===== config.mk =====
export PLATFORM = sky130hd
export DESIGN_NAME = voice_mixer_flat
export DESIGN_NICKNAME = d
export VERILOG_FILES = /design/src/rtl/voice_mixer_if.sv /design/src/rtl/voice_mixer.sv /design/src/flat_wrapper.sv
export SDC_FILE = /design/constraint.sdc
export NUM_CORES = 1
export LEC_CHECK = 0
export CORE_MARGIN = 2
export CORE_UTILIZATION = 25
export DETAILED_ROUTE_END_ITERATION = 7
export HOLD_SLACK_MARGIN = 0.03
export SYNTH_ARGS = -nofsm -noshare
export SYNTH_HDL_FRONTEND = slang
export SYNTH_SLANG_ARGS = --single-unit
export TNS_END_PERCENT = 5

===== constraint.sdc =====
create_clock -name clk -period 5.31 [get_ports clk]
set_input_delay 0.7965 -clock clk [delete_from_list [all_inputs] [get_ports clk]]
set_output_delay 0.7965 -clock clk [all_outputs]
set_load 0.03 [all_outputs]

===== src/rtl/voice_mixer_if.sv =====
// Voice mixer bus: strobe, packed voice/volume inputs and mixed DAC output.
// VOICE_MIXER_CLIP_COUNT_EN adds the clip_clear / clip_count pair.
interface voice_mixer_if #(
    parameter int NUM_VOICES = 4,
    parameter int DATA_BITS  = 12,
    parameter int VOL_BITS   = 4
);
    logic                            sample_strobe;
    logic [NUM_VOICES*DATA_BITS-1:0] voice_in;
    logic [NUM_VOICES*VOL_BITS-1:0]  voice_vol;
    logic [VOL_BITS-1:0]             master_vol;
    logic [DATA_BITS-1:0]            dout;
    logic                            dout_valid;
    logic                            busy;
`ifdef VOICE_MIXER_CLIP_COUNT_EN
    logic                            clip_clear;
    logic [7:0]                      clip_count;

    modport master (output sample_strobe, voice_in, voice_vol, master_vol, clip_clear,
                    input  dout, dout_valid, busy, clip_count);
    modport slave  (input  sample_strobe, voice_in, voice_vol, master_vol, clip_clear,
                    output dout, dout_valid, busy, clip_count);
`else
    modport master (output sample_strobe, voice_in, voice_vol, master_vol,
                    input  dout, dout_valid, busy);
    modport slave  (input  sample_strobe, voice_in, voice_vol, master_vol,
                    output dout, dout_valid, busy);
`endif
endinterface


===== src/rtl/voice_mixer.sv =====
// Time-multiplexed voice mixer: one shared multiplier steps through the voices,
// applies master volume, saturates. Optional clip counter: VOICE_MIXER_CLIP_COUNT_EN.
module voice_mixer #(
    parameter int NUM_VOICES = 4,
    parameter int DATA_BITS  = 12,
    parameter int VOL_BITS   = 4
) (
    input  logic          clk,
    input  logic          rst_n,
    voice_mixer_if.slave  bus
);
    localparam int PROD_W = DATA_BITS + VOL_BITS + 1;
    localparam int ACC_W  = PROD_W + $clog2(NUM_VOICES);
    localparam int MP_W   = ACC_W + VOL_BITS + 1;
    localparam int IDX_W  = (NUM_VOICES > 1) ? $clog2(NUM_VOICES) : 1;
    localparam logic signed [MP_W-1:0] SMAX = MP_W'((1 << (DATA_BITS-1)) - 1);
    localparam logic signed [MP_W-1:0] SMIN = -SMAX - MP_W'(1);
    localparam logic [DATA_BITS-1:0]   MID  = DATA_BITS'(1 << (DATA_BITS-1));

    typedef enum logic [1:0] {IDLE, ACCUM, MASTER, OUT} state_t;

    state_t                           state_q, state_d;
    logic [NUM_VOICES*DATA_BITS-1:0]  voice_q, voice_d;
    logic [NUM_VOICES*VOL_BITS-1:0]   vol_q, vol_d;
    logic [VOL_BITS-1:0]              mvol_q, mvol_d;
    logic signed [ACC_W-1:0]          acc_q, acc_d;
    logic [IDX_W-1:0]                 idx_q, idx_d;
    logic [DATA_BITS-1:0]             dout_q, dout_d;

    logic [DATA_BITS-1:0]             cur_raw;
    logic signed [DATA_BITS-1:0]      cur_s;
    logic signed [VOL_BITS:0]         cur_v, mst_v;
    logic signed [PROD_W-1:0]         prod;
    logic signed [MP_W-1:0]           mprod, shifted;
    logic signed [DATA_BITS-1:0]      sat;

    // Offset binary to two's complement is an MSB flip; volumes are zero-extended.
    assign cur_raw = voice_q[idx_q*DATA_BITS +: DATA_BITS];
    assign cur_s   = {~cur_raw[DATA_BITS-1], cur_raw[DATA_BITS-2:0]};
    assign cur_v   = {1'b0, vol_q[idx_q*VOL_BITS +: VOL_BITS]};
    assign mst_v   = {1'b0, mvol_q};
    assign prod    = PROD_W'(cur_s) * PROD_W'(cur_v);
    assign mprod   = MP_W'(acc_q) * MP_W'(mst_v);
    assign shifted = mprod >>> (2*VOL_BITS);

    always_comb begin
        if (shifted > SMAX)      sat = SMAX[DATA_BITS-1:0];
        else if (shifted < SMIN) sat = SMIN[DATA_BITS-1:0];
        else                     sat = shifted[DATA_BITS-1:0];
    end

    always_comb begin
        state_d = state_q;
        voice_d = voice_q;
        vol_d   = vol_q;
        mvol_d  = mvol_q;
        acc_d   = acc_q;
        idx_d   = idx_q;
        dout_d  = dout_q;
        case (state_q)
            IDLE: if (bus.sample_strobe) begin
                voice_d = bus.voice_in;
                vol_d   = bus.voice_vol;
                mvol_d  = bus.master_vol;
                acc_d   = '0;
                idx_d   = '0;
                state_d = ACCUM;
            end
            ACCUM: begin
                acc_d = acc_q + ACC_W'(prod);
                idx_d = idx_q + IDX_W'(1);
                if (idx_q == IDX_W'(NUM_VOICES-1)) state_d = MASTER;
            end
            // dout is loaded here so it is visible during OUT alongside dout_valid.
            MASTER: begin
                dout_d  = {~sat[DATA_BITS-1], sat[DATA_BITS-2:0]};
                state_d = OUT;
            end
            default: state_d = IDLE;
        endcase
    end

    always_ff @(posedge clk or negedge rst_n) begin
        if (!rst_n) begin
            state_q <= IDLE;
            voice_q <= '0;
            vol_q   <= '0;
            mvol_q  <= '0;
            acc_q   <= '0;
            idx_q   <= '0;
            dout_q  <= MID;
        end else begin
            state_q <= state_d;
            voice_q <= voice_d;
            vol_q   <= vol_d;
            mvol_q  <= mvol_d;
            acc_q   <= acc_d;
            idx_q   <= idx_d;
            dout_q  <= dout_d;
        end
    end

    assign bus.dout       = dout_q;
    assign bus.dout_valid = (state_q == OUT);
    assign bus.busy       = (state_q != IDLE);

`ifdef VOICE_MIXER_CLIP_COUNT_EN
    logic       clip_q;
    logic [7:0] cnt_q;

    always_ff @(posedge clk or negedge rst_n) begin
        if (!rst_n) begin
            clip_q <= 1'b0;
            cnt_q  <= '0;
        end else begin
            if (state_q == MASTER) clip_q <= (shifted > SMAX) || (shifted < SMIN);
            if (bus.clip_clear)
                cnt_q <= '0;
            else if (state_q == OUT && clip_q && cnt_q != 8'hFF)
                cnt_q <= cnt_q + 8'd1;
        end
    end

    assign bus.clip_count = cnt_q;
`endif
endmodule


===== src/flat_wrapper.sv =====
// flat-port wrapper written by rule: the top's interface ports become plain ports
module voice_mixer_flat 
#(
    parameter int NUM_VOICES = 4,
    parameter int DATA_BITS  = 12,
    parameter int VOL_BITS   = 4
)
  (clk, rst_n, bus_sample_strobe, bus_voice_in, bus_voice_vol, bus_master_vol, bus_dout, bus_dout_valid, bus_busy);
  voice_mixer_if #(.NUM_VOICES(NUM_VOICES), .DATA_BITS(DATA_BITS), .VOL_BITS(VOL_BITS)) bus_i ();
  input  logic clk;
  input  logic rst_n;
  input wire logic [$bits(bus_i.sample_strobe)-1:0] bus_sample_strobe;
  input wire logic [$bits(bus_i.voice_in)-1:0] bus_voice_in;
  input wire logic [$bits(bus_i.voice_vol)-1:0] bus_voice_vol;
  input wire logic [$bits(bus_i.master_vol)-1:0] bus_master_vol;
  output wire logic [$bits(bus_i.dout)-1:0] bus_dout;
  output wire logic [$bits(bus_i.dout_valid)-1:0] bus_dout_valid;
  output wire logic [$bits(bus_i.busy)-1:0] bus_busy;
  assign bus_i.sample_strobe = bus_sample_strobe;
  assign bus_i.voice_in = bus_voice_in;
  assign bus_i.voice_vol = bus_voice_vol;
  assign bus_i.master_vol = bus_master_vol;
  assign bus_dout = bus_i.dout;
  assign bus_dout_valid = bus_i.dout_valid;
  assign bus_busy = bus_i.busy;
  voice_mixer #(.NUM_VOICES(NUM_VOICES), .DATA_BITS(DATA_BITS), .VOL_BITS(VOL_BITS)) u_core (.clk(clk), .rst_n(rst_n), .bus(bus_i));
endmodule

Word level (Yosys, flattened, before mapping)
Index checks and enable logic that the tools add are counted.
- flip-flop bits (word level): 103
- input bits: 71
- $add $sub $neg: 2
- $mul: 3
- order comparisons: 2
- equality and inequality tests: 6
- shifts and indexed selects: 2
- mux-type cells: 9
- bitwise gates (word level): 2
- reduce and logical (&&, ||, !) cells: 6
- operators with widths (cell ; number):
    $shiftx 48x7->12 ; 1
    $pmux 19 s2 ; 1
    $mul 19x5->24 ; 1
    $mux 12 ; 2
    $add 19x17->19 ; 1
    $mux 19 ; 1
    $mul 12x5->17 ; 1
    $gt 16x12->1 const B ; 1
    $lt 16x12->1 const B ; 1
    $shiftx 16x5->4 ; 1
    $eq 2x2->1 const B ; 3
    $mux 2 ; 3
    $pmux 2 s3 ; 1
    $reduce_and 2->1 ; 3
    $mul 2x2->4 const B ; 1
    $pmux 2 s2 ; 1
    $reduce_bool 2->1 ; 2
    $add 2x1->2 const B ; 1
    $eq 2x1->1 const B ; 1
    $logic_not 2->1 ; 1
    $ne 2x1->1 const B ; 1
    $ne 2x2->1 const B ; 1
    $not 1->1 ; 2

Logic depth before layout (Yosys ltp)
- depth in word-level cells: 6
- depth in mapped cells: 18
- gate-level depth less buffers: 16

Worst setup path before layout
Ideal clock, no wire load.
- kind: register to register
- start point: reg u_core.idx_q[0]
- end point: reg u_core.acc_q[17]
- library setup time: 122 ps
- data arrival time: 5151 ps
- slack: 38 ps
- cell stages (with the launch flop): 19
- buffers on the path: 2
- cell sequence: dfrtp_1 > buf_2 > buf_1 > mux4_2 > and2_1 > fa_1 > ha_1 > inv_1 > fa_1 > inv_1 > ha_1 > a21o_1 > a21oi_1 > o21a_1 > nor3_1 > o41ai_2 > a2111oi_0 > or3_1 > a32o_1
- word-level cells in the longest chain between the ends: 6
- RTL lines (what ; line ; text):
    from (decl) ; voice_mixer.sv:27 ; logic [IDX_W-1:0] idx_q, idx_d;
    from (signal assigned) ; voice_mixer.sv:98 ; idx_q <= idx_d;
    $mul 2x2->4 ; voice_mixer.sv:38 ; assign cur_raw = voice_q[idx_q*DATA_BITS +: DATA_BITS];
    $shiftx 48x7->12 ; voice_mixer.sv:38 ;
    $not 1->1 ; voice_mixer.sv:39 ; assign cur_s = {~cur_raw[DATA_BITS-1], cur_raw[DATA_BITS-2:0]};
    $mul 12x5->17 (*) ; voice_mixer.sv:42 ; assign prod = PROD_W'(cur_s) * PROD_W'(cur_v);
    $add 19x17->19 (*) ; voice_mixer.sv:70 ; acc_d = acc_q + ACC_W'(prod);
    $pmux 19 s2 (*) ; voice_mixer.sv:60 ; case (state_q)
    to (signal assigned) ; voice_mixer.sv:89 ; acc_q <= '0;
    to (signal assigned) ; voice_mixer.sv:97 ; acc_q <= acc_d;
    to (decl) ; voice_mixer.sv:26 ; logic signed [ACC_W-1:0] acc_q, acc_d;
Every way passes the cells marked *; elsewhere a longest branch is shown, timed or not.
A chain may end at the register's enable or synchronous reset.

Worst setup path in the final report
Same ends and word-level chain as after synthesis.

==> summary.md <==
| Metric | Value |
|---|---|
| GP Congestion | `0.764` |
| Synth warn | `0` |
| Fin crit period | `5090 ps` |
| Critical path launch point | `u_core.idx_q[0]` |
| RR Startpoint | `u_core.idx_q[0]` |
| DR vias | `6338` |
| CTS buffer count | `9` |
| Hold WS | `490 ps` |
| Crit path max fanout | `19` |
| Area grow syn2layout | `18.5%` |
| Placed cells | `1461` |
| Routed WL | `20.5 mm` |
| GRT Total Usage | `11.0%` |
| Seq/Total Area, Yosys | `27.1%` |
| Worst setup EP type | `flip-flop` |
| Final Max Tran Viols | `0` |
| DRC Markers | `0` |
| Post-Syn Area | `9510 µm²` |
| Syn nets | `1123` |
| Startpoint Class | `flip-flop` |
| Final Hold Fails | `0` |
| Primary FF master, synth | `dfrtp_1` |
| Relative slew slack | `42.2%` |
| Period utilization | `95.8%` |
| HP Start | `u_core.bus.dout[0]` |
| Synth top area share | `26.8%` |
| IO Port Bufs | `84` |
| R2R cell count | `14` |
| Worst-Margin Slew | `867 ps` |
| Skew-Pair Late Insertion Delay | `360 ps` |
| DP HPWL | `16.5 mm` |
| CTS tree | `yes` |
| Diodes inserted | `0` |
| Clock Skew | `11.6 ps` |
| Rows | `71` |
| Share of layout cells above drive strength 1 | `15.6%` |
| Crit path kind | `reg2reg` |
| # fillers | `3882` |
| Fmax | `197 MHz` |
| DRT antenna net count | `0` |
| WHS Endpoint | `u_core.bus.dout[0]` |
| Final Cell Area | `11300 µm²` |
| Initial DRC count | `292` |
| Number of global-route vias before repair | `6594` |
| Asr flop ratio synth | `100%` |
| RSZ-0062 raised after global routing | `true` |
| Max_cap viols | `0` |
| Yosys reg bits | `103` |
| R2r setup slk | `220 ps` |
| Nets | `1201` |
| Synth cell types | `60` |
| Aggregate global routing overflow | `0` |
| Commonest cells post-synth | `132 x inv_1, 102 x dfrtp_1, 100 x and2_1` |
| Clock Tree Buf Depth | `2` |
| Run status | `finished clean` |
| Fin cells | `1476` |
| Count leader, synth | `inv_1` |
| # IOs | `85` |
| Die width | `199 µm` |
| Top post-synthesis cells by area | `dfrtp_1 27%, fa_1 17%, ha_1 11%, mux2_2 8.1%, and2_1 6.6%` |
| Syn_area_per_cell | `10.8 µm²` |
| First-pass GRT wire length | `34.5 mm` |
| Antenna violations before repair | `0` |
| Vias per cell | `4.29` |
| Hold Path Stages | `1` |
| Setup-failing EPs final | `0` |
| Hold Crit Class | `reg2reg` |
| Clock Pin Slew Worst Setup and Hold Paths | `80 ps` |
| Clock sink count | `103` |
| Leading area contributor after synthesis | `dfrtp_1` |
| Post-CTS Setup Inserts | `0` |
| CP arrival | `5340 ps` |
| Syn Inst Count | `883` |
| Worst r2r dst | `u_core.acc_q[17]` |
| Root Driver | `clkbuf_16` |
| Pin count of the biggest net entering global routing | `66` |
| H-Tree Depth | `3` |
| Post-synth EDFFs | `0` |
| Initial core utilization | `25.3%` |
| Die area | `39600 µm²` |
| Core Box Area | `37600 µm²` |
| Placed Area | `11000 µm²` |
| WL/cell | `13.9 µm` |
| Die Ht | `199 µm` |
| Critical Path RT | `5560 ps` |
| TritonRoute pass-1 iters | `4` |
==> metal layers <==
layer | GRT usage (%) | vias to the layer above | share of wire (%)
met5 | 0 | - | 0
met4 | 2.07 | 0 | 0.75
met3 | 2.04 | 13 | 3.6
met2 | 16.9 | 110 | 44
met1 | 16.1 | 3094 | 52
li1 | - | 3121 | -
==> cell type report <==
class | instances | area [µm²] | area share (%)
tap | 511 | 639 | 5.67
clock inverter | 6 | 57.6 | 0.511
multi-input combinational | 617 | 6320 | 56.0
inverter | 132 | 495 | 4.40
sequential | 103 | 2580 | 22.9
timing repair buffer | 98 | 956 | 8.48
clock buffer | 9 | 225 | 2.00
==> stage by stage <==
stage / utilization, % / TNS [ps] / setup slack, ps
2_1_floorplan: - / 0 / 37.7
4_1_cts: 30.0 / 0 / 105
5_1_grt: 30.0 / -26.8 / -26.8
3_3_place_gp: 29.2 / 0 / 204
3_5_place_dp: 29.2 / 0 / 136
6_report: 30.0 / 0 / 223
==> state kept, by name, indices dropped and copies added, names as in the netlist <==
register and cells:
u_core.voice_q 48, u_core.acc_q 19, u_core.vol_q 16, u_core.bus.dout 12
u_core.mvol_q 4, u_core.idx_q 2, u_core.state_q 2
==> worst max-delay path, stage by stage (launching register included) <==
cell and delay (ps):
dfrtp_1 380, buf_12 190, mux4_2 640, and2_1 230, fa_1 500, fa_1 440, fa_1 500, ha_1 390
a21o_1 190, a21oi_1 200, o22ai_1 140, o41ai_2 410, a2111oi_0 190, or3_1 330, a32o_1 250
==> worst max-delay path by stage <==
stage                       endpoint  slack, ps  depth (start not counted)
detailed placement  u_core.acc_q[17]        140                         17
finish              u_core.acc_q[17]        220                         14
global route        u_core.acc_q[17]        -30                         17
global placement    u_core.acc_q[16]        200                         16
CTS                 u_core.acc_q[17]        100                         17
floorplan           u_core.acc_q[17]         40                         18
==> cell families (layout without fill, tap and decap cells) <==
family | Yosys count | count (layout) | share of synthesized area (%)
simple gates | 209 | 209 | 12.4
fa+ha+maj | 169 | 169 | 28.7
buf+inv | 163 | 245 | 6.63
compound gates | 126 | 126 | 10.7
flops | 103 | 103 | 27.1
mux | 84 | 84 | 11.8
xor+xnor | 29 | 29 | 2.67
==> placed cells by master, fill, tap and decap left out, drive strengths merged, types with 4 or more instances in the layout <==
cell and instances:
clkbuf 9, o21ai 25, nor2b 6, xor2 14
nor2 13, dfrtp 102, nor4 4, nand4 6
xnor2 15, and2 100, nor3 7, ha 87
inv 134, o2bb2ai 11, buf 15, clkdlybuf4s50 83
o21bai 4, a21oi 33, fa 82, or3 6
o21a 7, nand2 41, mux2 68, nand2b 4
a21o 7, a22o 7, a2111oi 4, nand3 9
mux4 16, and3 7
==> repair_timing <==
action                     in CTS  in global routing
hold buffers                    0                  0
setup endpoints to repair       0                 15
gates resized for setup         0                  4
Power is not shown: default switching activity piles up to over one toggle a cycle in this logic, so the estimate is an artifact.
